## src/rtl/instr_writer_pkg.sv

```systemverilog
// Shared types and constants for the instruction writer: record kinds,
// RV32I opcodes, word/tag types and the decoded-record payload.
package instr_writer_pkg;

  localparam int unsigned WORD_W = 32;
  localparam int unsigned TAG_W  = 5;
  localparam int unsigned KIND_W = 3;
  localparam int unsigned F3_W   = 3;
  localparam int unsigned OPC_W  = 7;

  typedef logic [WORD_W-1:0] word_t;
  typedef logic [TAG_W-1:0]  tag_t;

  typedef enum logic [KIND_W-1:0] {
    KIND_REG    = 3'd0,
    KIND_IMM    = 3'd1,
    KIND_JAL    = 3'd2,
    KIND_JALR   = 3'd3,
    KIND_BRANCH = 3'd4,
    KIND_LOAD   = 3'd5,
    KIND_STORE  = 3'd6,
    KIND_ILL    = 3'd7
  } kind_e;

  localparam logic [OPC_W-1:0] opcode_reg    = 7'h33;
  localparam logic [OPC_W-1:0] opcode_imm    = 7'h13;
  localparam logic [OPC_W-1:0] opcode_jal    = 7'h6F;
  localparam logic [OPC_W-1:0] opcode_jalr   = 7'h67;
  localparam logic [OPC_W-1:0] opcode_branch = 7'h63;
  localparam logic [OPC_W-1:0] opcode_load   = 7'h03;
  localparam logic [OPC_W-1:0] opcode_store  = 7'h23;

  typedef struct packed {
    kind_e             kind;
    logic [F3_W-1:0]   funct3;
    logic              sub;
    tag_t              rs1;
    tag_t              rs2;
    tag_t              rd;
    word_t             imm;
  } record_t;

endpackage

```

## src/rtl/instr_writer_if.sv

```systemverilog
// Record input channel plus instruction-memory write port.
interface instr_writer_if #(
  parameter int unsigned ADDR_W = 12
);
  import instr_writer_pkg::*;

  logic              in_valid;
  logic              in_ready;
  logic              in_last;
  logic [KIND_W-1:0] in_kind;
  logic [F3_W-1:0]   in_funct3;
  logic              in_sub;
  tag_t              in_rs1;
  tag_t              in_rs2;
  tag_t              in_rd;
  word_t             in_imm;

  logic              mem_we;
  logic              mem_ready;
  logic [ADDR_W-1:0] mem_addr;
  word_t             mem_wdata;

  // Program source side: drives records, provides memory backpressure.
  modport master (
    output in_valid, in_last, in_kind, in_funct3, in_sub,
           in_rs1, in_rs2, in_rd, in_imm, mem_ready,
    input  in_ready, mem_we, mem_addr, mem_wdata
  );

  // Writer side: consumes records, drives the memory write port.
  modport slave (
    input  in_valid, in_last, in_kind, in_funct3, in_sub,
           in_rs1, in_rs2, in_rd, in_imm, mem_ready,
    output in_ready, mem_we, mem_addr, mem_wdata
  );

endinterface

```

## src/rtl/instr_writer_encode.sv

```systemverilog
// Combinational packer: decoded record -> 32-bit RV32I line plus illegal flag.
// Optional build macro: INSTR_WRITER_RANGE_CHECK_EN (reject out-of-range immediates).
module instr_encode
  import instr_writer_pkg::*;
(
  input  record_t rec,
  output word_t   line,
  output logic    illegal
);

  logic range_bad;

`ifdef INSTR_WRITER_RANGE_CHECK_EN
  logic signed [WORD_W-1:0] simm;
  assign simm = signed'(rec.imm);

  // Immediate must fit its field (and be even for pc-relative targets).
  always_comb begin
    range_bad = 1'b0;
    case (rec.kind)
      KIND_IMM, KIND_LOAD, KIND_JALR, KIND_STORE:
        range_bad = (simm < -32'sd2048) || (simm > 32'sd2047);
      KIND_BRANCH:
        range_bad = rec.imm[0] || (simm < -32'sd4096) || (simm > 32'sd4094);
      KIND_JAL:
        range_bad = rec.imm[0] || (simm < -32'sd1048576) || (simm > 32'sd1048574);
      default:
        range_bad = 1'b0;
    endcase
  end
`else
  // Without the check the immediate is truncated to its field bits.
  logic unused_imm_hi;
  assign unused_imm_hi = ^rec.imm[WORD_W-1:21];
  assign range_bad     = 1'b0;
`endif

  // Field packing per instruction format.
  always_comb begin
    line    = '0;
    illegal = range_bad;
    case (rec.kind)
      KIND_REG:    line = {(rec.sub ? 7'h20 : 7'h00), rec.rs2, rec.rs1, rec.funct3,
                           rec.rd, opcode_reg};
      KIND_IMM:    line = {(rec.sub ? 7'h20 : rec.imm[11:5]), rec.imm[4:0], rec.rs1,
                           rec.funct3, rec.rd, opcode_imm};
      KIND_LOAD:   line = {rec.imm[11:0], rec.rs1, rec.funct3, rec.rd, opcode_load};
      KIND_JALR:   line = {rec.imm[11:0], rec.rs1, 3'b000, rec.rd, opcode_jalr};
      KIND_JAL:    line = {rec.imm[20], rec.imm[10:1], rec.imm[11], rec.imm[19:12],
                           rec.rd, opcode_jal};
      KIND_BRANCH: line = {rec.imm[12], rec.imm[10:5], rec.rs2, rec.rs1, rec.funct3,
                           rec.imm[4:1], rec.imm[11], opcode_branch};
      KIND_STORE:  line = {rec.imm[11:5], rec.rs2, rec.rs1, rec.funct3, rec.imm[4:0],
                           opcode_store};
      default:     illegal = 1'b1;
    endcase
  end

endmodule

```

## src/rtl/instr_writer.sv

```systemverilog
// Program loader: accepts decoded records, encodes them and writes the lines
// sequentially into instruction memory with a one-deep write pipe.
// Optional build macro: INSTR_WRITER_RANGE_CHECK_EN (see instr_encode).
module instr_writer
  import instr_writer_pkg::*;
#(
  parameter int unsigned ADDR_W  = 12,
  parameter int unsigned COUNT_W = 10
) (
  input  logic               clock,
  input  logic               reset,
  input  logic               start,
  input  logic [ADDR_W-1:0]  base_addr,
  instr_writer_if.slave      bus,
  output logic               busy,
  output logic               done,
  output logic [COUNT_W-1:0] count,
  output logic               error
);

  localparam logic [1:0] IDLE  = 2'd0;
  localparam logic [1:0] RUN   = 2'd1;
  localparam logic [1:0] DRAIN = 2'd2;

  logic [1:0]        state, state_next;
  logic              done_next;
  logic              pipe_valid;
  logic [ADDR_W-1:0] mem_addr;
  word_t             mem_wdata;
  logic              in_ready_c, accept_c, write_done_c, launch_c;
  record_t           rec;
  word_t             enc_line;
  logic              enc_illegal;
  logic              unused_base_lo;

  assign unused_base_lo = ^base_addr[1:0];

  assign in_ready_c   = (state == RUN) && (!pipe_valid || bus.mem_ready);
  assign accept_c     = bus.in_valid && in_ready_c;
  assign write_done_c = pipe_valid && bus.mem_ready;
  assign launch_c     = (state == IDLE) && start;

  assign bus.in_ready  = in_ready_c;
  assign bus.mem_we    = pipe_valid;
  assign bus.mem_addr  = mem_addr;
  assign bus.mem_wdata = mem_wdata;

  assign rec = '{kind:   kind_e'(bus.in_kind),
                 funct3: bus.in_funct3,
                 sub:    bus.in_sub,
                 rs1:    bus.in_rs1,
                 rs2:    bus.in_rs2,
                 rd:     bus.in_rd,
                 imm:    bus.in_imm};

  instr_encode u_encode (
    .rec     (rec),
    .line    (enc_line),
    .illegal (enc_illegal)
  );

  // Control FSM next state and done pulse.
  always_comb begin
    state_next = state;
    done_next  = 1'b0;
    case (state)
      IDLE:  if (start) state_next = RUN;
      RUN:   if (accept_c && bus.in_last) state_next = DRAIN;
      DRAIN: if (!pipe_valid || write_done_c) begin
               state_next = IDLE;
               done_next  = 1'b1;
             end
      default: state_next = IDLE;
    endcase
  end

  // Control state and registered status.
  always_ff @(posedge clock or posedge reset) begin
    if (reset) begin
      state <= IDLE;
      busy  <= 1'b0;
      done  <= 1'b0;
    end else begin
      state <= state_next;
      busy  <= (state_next != IDLE);
      done  <= done_next;
    end
  end

  // Write pipe, address/count tracking and sticky error.
  always_ff @(posedge clock or posedge reset) begin
    if (reset) begin
      pipe_valid <= 1'b0;
      mem_addr   <= '0;
      mem_wdata  <= '0;
      count      <= '0;
      error      <= 1'b0;
    end else if (launch_c) begin
      pipe_valid <= 1'b0;
      mem_addr   <= {base_addr[ADDR_W-1:2], 2'b00};
      count      <= '0;
      error      <= 1'b0;
    end else begin
      if (write_done_c) begin
        mem_addr <= mem_addr + ADDR_W'(4);
        if (count != {COUNT_W{1'b1}}) count <= count + COUNT_W'(1);
      end
      if (accept_c) begin
        pipe_valid <= !enc_illegal;
        if (enc_illegal) error     <= 1'b1;
        else             mem_wdata <= enc_line;
      end else if (write_done_c) begin
        pipe_valid <= 1'b0;
      end
    end
  end

endmodule

```

## src/flat_wrapper.sv

```systemverilog
// flat-port wrapper written by rule: the top's interface ports become plain ports
module instr_writer_flat import instr_writer_pkg::*;
#(
  parameter int unsigned ADDR_W  = 12,
  parameter int unsigned COUNT_W = 10
)
  (clock, reset, start, base_addr, busy, done, count, error, bus_in_valid, bus_in_last, bus_in_kind, bus_in_funct3, bus_in_sub, bus_in_rs1, bus_in_rs2, bus_in_rd, bus_in_imm, bus_mem_ready, bus_in_ready, bus_mem_we, bus_mem_addr, bus_mem_wdata);
  instr_writer_if #(.ADDR_W(ADDR_W)) bus_i ();
  input  logic clock;
  input  logic reset;
  input  logic start;
  input  logic [ADDR_W-1:0] base_addr;
  output logic busy;
  output logic done;
  output logic [COUNT_W-1:0] count;
  output logic error;
  input wire logic [$bits(bus_i.in_valid)-1:0] bus_in_valid;
  input wire logic [$bits(bus_i.in_last)-1:0] bus_in_last;
  input wire logic [$bits(bus_i.in_kind)-1:0] bus_in_kind;
  input wire logic [$bits(bus_i.in_funct3)-1:0] bus_in_funct3;
  input wire logic [$bits(bus_i.in_sub)-1:0] bus_in_sub;
  input wire logic [$bits(bus_i.in_rs1)-1:0] bus_in_rs1;
  input wire logic [$bits(bus_i.in_rs2)-1:0] bus_in_rs2;
  input wire logic [$bits(bus_i.in_rd)-1:0] bus_in_rd;
  input wire logic [$bits(bus_i.in_imm)-1:0] bus_in_imm;
  input wire logic [$bits(bus_i.mem_ready)-1:0] bus_mem_ready;
  output wire logic [$bits(bus_i.in_ready)-1:0] bus_in_ready;
  output wire logic [$bits(bus_i.mem_we)-1:0] bus_mem_we;
  output wire logic [$bits(bus_i.mem_addr)-1:0] bus_mem_addr;
  output wire logic [$bits(bus_i.mem_wdata)-1:0] bus_mem_wdata;
  assign bus_i.in_valid = bus_in_valid;
  assign bus_i.in_last = bus_in_last;
  assign bus_i.in_kind = bus_in_kind;
  assign bus_i.in_funct3 = bus_in_funct3;
  assign bus_i.in_sub = bus_in_sub;
  assign bus_i.in_rs1 = bus_in_rs1;
  assign bus_i.in_rs2 = bus_in_rs2;
  assign bus_i.in_rd = bus_in_rd;
  assign bus_i.in_imm = bus_in_imm;
  assign bus_i.mem_ready = bus_mem_ready;
  assign bus_in_ready = bus_i.in_ready;
  assign bus_mem_we = bus_i.mem_we;
  assign bus_mem_addr = bus_i.mem_addr;
  assign bus_mem_wdata = bus_i.mem_wdata;
  instr_writer #(.ADDR_W(ADDR_W), .COUNT_W(COUNT_W)) u_core (.clock(clock), .reset(reset), .start(start), .base_addr(base_addr), .bus(bus_i), .busy(busy), .done(done), .count(count), .error(error));
endmodule
```

## config.mk

```make
export PLATFORM = sky130hd
export DESIGN_NAME = instr_writer_flat
export DESIGN_NICKNAME = d
export VERILOG_FILES = /design/src/rtl/instr_writer_pkg.sv /design/src/rtl/instr_writer_if.sv /design/src/rtl/instr_writer_encode.sv /design/src/rtl/instr_writer.sv /design/src/flat_wrapper.sv
export SDC_FILE = /design/constraint.sdc
export NUM_CORES = 1
export LEC_CHECK = 0
export ABC_AREA = 1
export CORE_MARGIN = 2
export CORE_UTILIZATION = 43
export DETAILED_ROUTE_END_ITERATION = 16
export GPL_TIMING_DRIVEN = 1
export PLACE_DENSITY_LB_ADDON = 0.12
export SYNTH_ARGS = -nofsm -noshare
export SYNTH_HDL_FRONTEND = slang
export SYNTH_SLANG_ARGS = --single-unit
```

## constraint.sdc

```tcl
create_clock -name clock -period 2.85 [get_ports clock]
set_input_delay 0.855 -clock clock [delete_from_list [all_inputs] [get_ports clock]]
set_output_delay 0.855 -clock clock [all_outputs]
set_load 0.02 [all_outputs]
```

==> run summary <==
POWER
------------------------------------------------------------------------------
Internal cell power                                                    2.55 mW
Power density over the cells                                        920 nW/µm²
Share of power burned in registers                                       0.321
Part of the total power dissipated in the clock network                  0.204
Net switching power figure                                             1.69 mW
Max IR drop VDD                                                         482 µV
Switching portion of total power                                         0.399
Combinational cell fraction of total power                               0.475
Total leakage power                                                    2.23 nW
Final Total Pwr                                                        4.25 mW

DRT
------------------------------------------------------------------------------
Count of antenna-violating nets left after detailed routing                  0
Starting DRT DRC Count                                                      97
Routed wire length                                                     8.20 mm
Ratio of routed vias to standard cells                                    4.79
Wirelength per Cell                                                    12.5 µm
Vias after detailed routing                                               3154
Number of iterations in the first detailed-routing pass                      4
DR DRC count                                                                 0

WORST SETUP PATH
------------------------------------------------------------------------------
Required time of the worst setup path                                  2.00 ns
Type of destination of the critical path                           output port
CP startpoint kind                                                  input port
Critical setup path kind                                                in2out
Data arrival time of the critical path                                 1.87 ns
Worst-path fanout max                                                        2
Setup slack, reg-to-reg                                                1.23 ns
Longest individual stage delay on the worst path                       0.49 ns
Ordered list of cells on the worst path                           clkdlybuf4s50_1, nor2_2, nor2_4, dlygate4sd2_1
Cell family with most CP delay                                    buffers and inverters
CP bufs+invs                                                                 2
Critical-path cell with the highest stage delay                   sky130_fd_sc_hd__clkdlybuf4s50_1

GLOBAL ROUTING
------------------------------------------------------------------------------
Residual overflow from global routing                                        0
Largest net degree at the start of global routing                           58
GR Util All Layers                                                       0.217
Via count of the first global-routing pass                                2945
First-pass GRT wire length                                             13.3 mm
Initial antenna violation count                                              0

OUTCOME
------------------------------------------------------------------------------
Outcome                                                           finished clean

PLACEMENT
------------------------------------------------------------------------------
IO Port Bufs                                                               115
RD Place Congestion                                                      0.822
Placed cell count                                                          642
Half-perimeter wire length after placement                             6.01 mm
Setup slack after placement                                          -0.152 ns

CLOCKING
------------------------------------------------------------------------------
CTS tree                                                                  done
Clock Sink Count                                                            57
Clk_lat worst skew                                                     0.33 ns
Inserted Clock Buffers                                                       9
Count of H-tree levels built during CTS                                      3
Hold buffers post-CTS                                                        0
Buffer cell driving the clock tree root                           sky130_fd_sc_hd__clkbuf_8
Post-CTS repair timing setup buffer count                                    0
Maximum buffer depth of the clock tree                                       2
Clk pin slew, worst setup/hold paths                                   0.07 ns
Cells resized by post-CTS repair                                             1

TIMING
------------------------------------------------------------------------------
Number of slew-limit violations in the final report                          0
Final critical-path share of the clock period                            0.955
Max Fclk                                                               367 MHz
Final setup violation count                                                  0
Final hold viol count                                                        0
Final Hold Slack                                                      0.474 ns
Min setup slack post-route                                            0.128 ns
Layout Skew                                                         0.00753 ns
Unrepaired setup endpoints after global routing                             no
Tmin final                                                             2.72 ns

SYNTH
------------------------------------------------------------------------------
Cell taking the most area after synthesis                         sky130_fd_sc_hd__dfrtp_1
Top-count cell post-synth                                         sky130_fd_sc_hd__nand2_1
Synthesis Warnings                                                           0
Number of synthesized flops with an enable pin                               0
Synth area leaders                                                sky130_fd_sc_hd__dfrtp_1 46%, sky130_fd_sc_hd__nand2_1 19%, sky130_fd_sc_hd__nand3_1 6.1%
Synth unique cells                                                          29
Share of synthesized registers carrying an async set or reset             1.00
Portion of the post-synthesis area used by sequential elements           0.457
Most used standard cells in the synthesized netlist               155 x sky130_fd_sc_hd__nand2_1, 57 x sky130_fd_sc_hd__dfrtp_1, 44 x sky130_fd_sc_hd__inv_1
Proportion of netlist area held by the largest area contributor          0.457
Mean instance size in the synthesized netlist                         7.22 µm²
Instance count of the mapped netlist                                       433
Predominant post-synthesis flop cell                              sky130_fd_sc_hd__dfrtp_1
Total of flip-flops plus latches after synthesis                            57
Cell area after synthesis                                             3120 µm²

DIE
------------------------------------------------------------------------------
Die Span Y                                                             89.2 µm
Number of placement rows                                                    31
I/O pin cnt                                                                131
Die area                                                              7960 µm²
Core ar.                                                              7140 µm²
Chip Width                                                             89.2 µm
Initial core utilization                                                 0.438

FINISH
------------------------------------------------------------------------------
Number of fill cells                                                       666
Ant diodes                                                                   0
Net total in the final layout                                              628
Fraction of layout cells with a size suffix above 1                     0.0877
Area growth from synthesis to layout                                     47.8%
Non-filler cells in the finished layout                                    658

RUN
------------------------------------------------------------------------------
MaxCap Viol Count                                                            0

MIN PATH
------------------------------------------------------------------------------
Tightest Hold Check Type                                               reg2reg

## stage by stage
step	cell area (µm²)	utilization	setup TNS, ns
4_1_cts	4620	0.647	0
3_5_place_dp	4390	0.615	-0.152
2_1_floorplan	3130	-	0
6_report	4620	0.647	0
3_3_place_gp	4390	0.615	-0.133
5_1_grt	4620	0.647	0
## registers in the layout, summed over array words and instances (netlist names)
register	count
u_core.bus.mem_wdata	31
u_core.state	2
u_core.bus.mem_addr	10
u_core.error	1
u_core.done	1
u_core.busy	1
u_core.count	10
u_core.bus.mem_we	1
## cells by family after synthesis
family                     synth area share
and+or+nand+nor                       0.322
buffers and inverters                 0.101
AOI/OAI and AO/OA                     0.108
DFF                                   0.457
adders and majority gates           0.00801
xor gates and xnor gates            0.00280
other                               0.00120
## metal layers
metal | global-route usage | share of wire | vias up
met1 | 0.257 | 0.42 | 1432
li1 | - | - | 1608
met3 | 0.0600 | 0.063 | 19
met5 | 0 | 0 | -
met2 | 0.360 | 0.49 | 95
met4 | 0.110 | 0.026 | 0
## worst reg2reg max path, cell delays in order, from the launching register on
cell	delay, ns
sky130_fd_sc_hd__dfrtp_1	0.45
sky130_fd_sc_hd__ha_1	0.23
sky130_fd_sc_hd__nand2_1	0.09
sky130_fd_sc_hd__nor2_2	0.19
sky130_fd_sc_hd__nand2_1	0.11
sky130_fd_sc_hd__nor2_2	0.14
sky130_fd_sc_hd__nor2_4	0.08
sky130_fd_sc_hd__inv_4	0.13
sky130_fd_sc_hd__nand2_1	0.06
sky130_fd_sc_hd__o21ai_1	0.08
## cells in the final DEF (no fill, tap or decap)
cell and n:
sky130_fd_sc_hd__a211oi_1 1, sky130_fd_sc_hd__a21oi_1 11, sky130_fd_sc_hd__a31o_2 1, sky130_fd_sc_hd__a31oi_1 1, sky130_fd_sc_hd__buf_12 2, sky130_fd_sc_hd__buf_4 7, sky130_fd_sc_hd__bufinv_16 2, sky130_fd_sc_hd__clkbuf_8 11
sky130_fd_sc_hd__clkdlybuf4s50_1 114, sky130_fd_sc_hd__clkinv_2 2, sky130_fd_sc_hd__clkinvlp_4 1, sky130_fd_sc_hd__conb_1 2, sky130_fd_sc_hd__dfrtp_1 57, sky130_fd_sc_hd__dlygate4sd2_1 1, sky130_fd_sc_hd__ha_1 2, sky130_fd_sc_hd__inv_1 43
sky130_fd_sc_hd__inv_2 11, sky130_fd_sc_hd__inv_4 1, sky130_fd_sc_hd__nand2_1 155, sky130_fd_sc_hd__nand2_2 1, sky130_fd_sc_hd__nand3_1 38, sky130_fd_sc_hd__nand4_1 5, sky130_fd_sc_hd__nor2_1 26, sky130_fd_sc_hd__nor2_2 5
sky130_fd_sc_hd__nor2_4 3, sky130_fd_sc_hd__nor3_1 3, sky130_fd_sc_hd__nor3b_1 1, sky130_fd_sc_hd__o211ai_1 3, sky130_fd_sc_hd__o21ai_0 27, sky130_fd_sc_hd__o21ai_1 16, sky130_fd_sc_hd__o21bai_1 3, sky130_fd_sc_hd__or2_2 2
sky130_fd_sc_hd__xor2_1 1
## power by group through the flow
stage	registers, mW	clock network [mW]	logic, mW
final	1.36	0.868	2.02
after detailed placement	1.37	0	2.03
after global placement	1.36	0	2.00
after floorplan	1.70	0	0.789
after CTS	1.36	0.882	2.04
after global routing	1.40	0.928	2.22
## final timing paths
check | start | to | cells after the start
max | bus_mem_ready | bus_in_ready | 4
min | u_core.bus.mem_wdata[13] | u_core.bus.mem_wdata[13] | 2
max reg2reg | u_core.count[0] | u_core.count[8] | 9
min reg2reg | u_core.bus.mem_wdata[13] | u_core.bus.mem_wdata[13] | 2
max in group asynchronous | reset | u_core.count[0] | 3
min in group asynchronous | reset | u_core.count[8] | 3
## final cells by class
cell class                      count  area [µm²]  area share
Inverter                           55         209      0.0453
Clock buffer                       11         151      0.0328
Clock inverter                      5        77.6      0.0168
Tap cell                           99         124      0.0268
Timing Repair Buffer              124        1240       0.269
Multi-Input combinational cell    307        1390       0.300
Sequential cell                    57        1430       0.309
No activity file was read; power rests on OpenSTA's default activity.
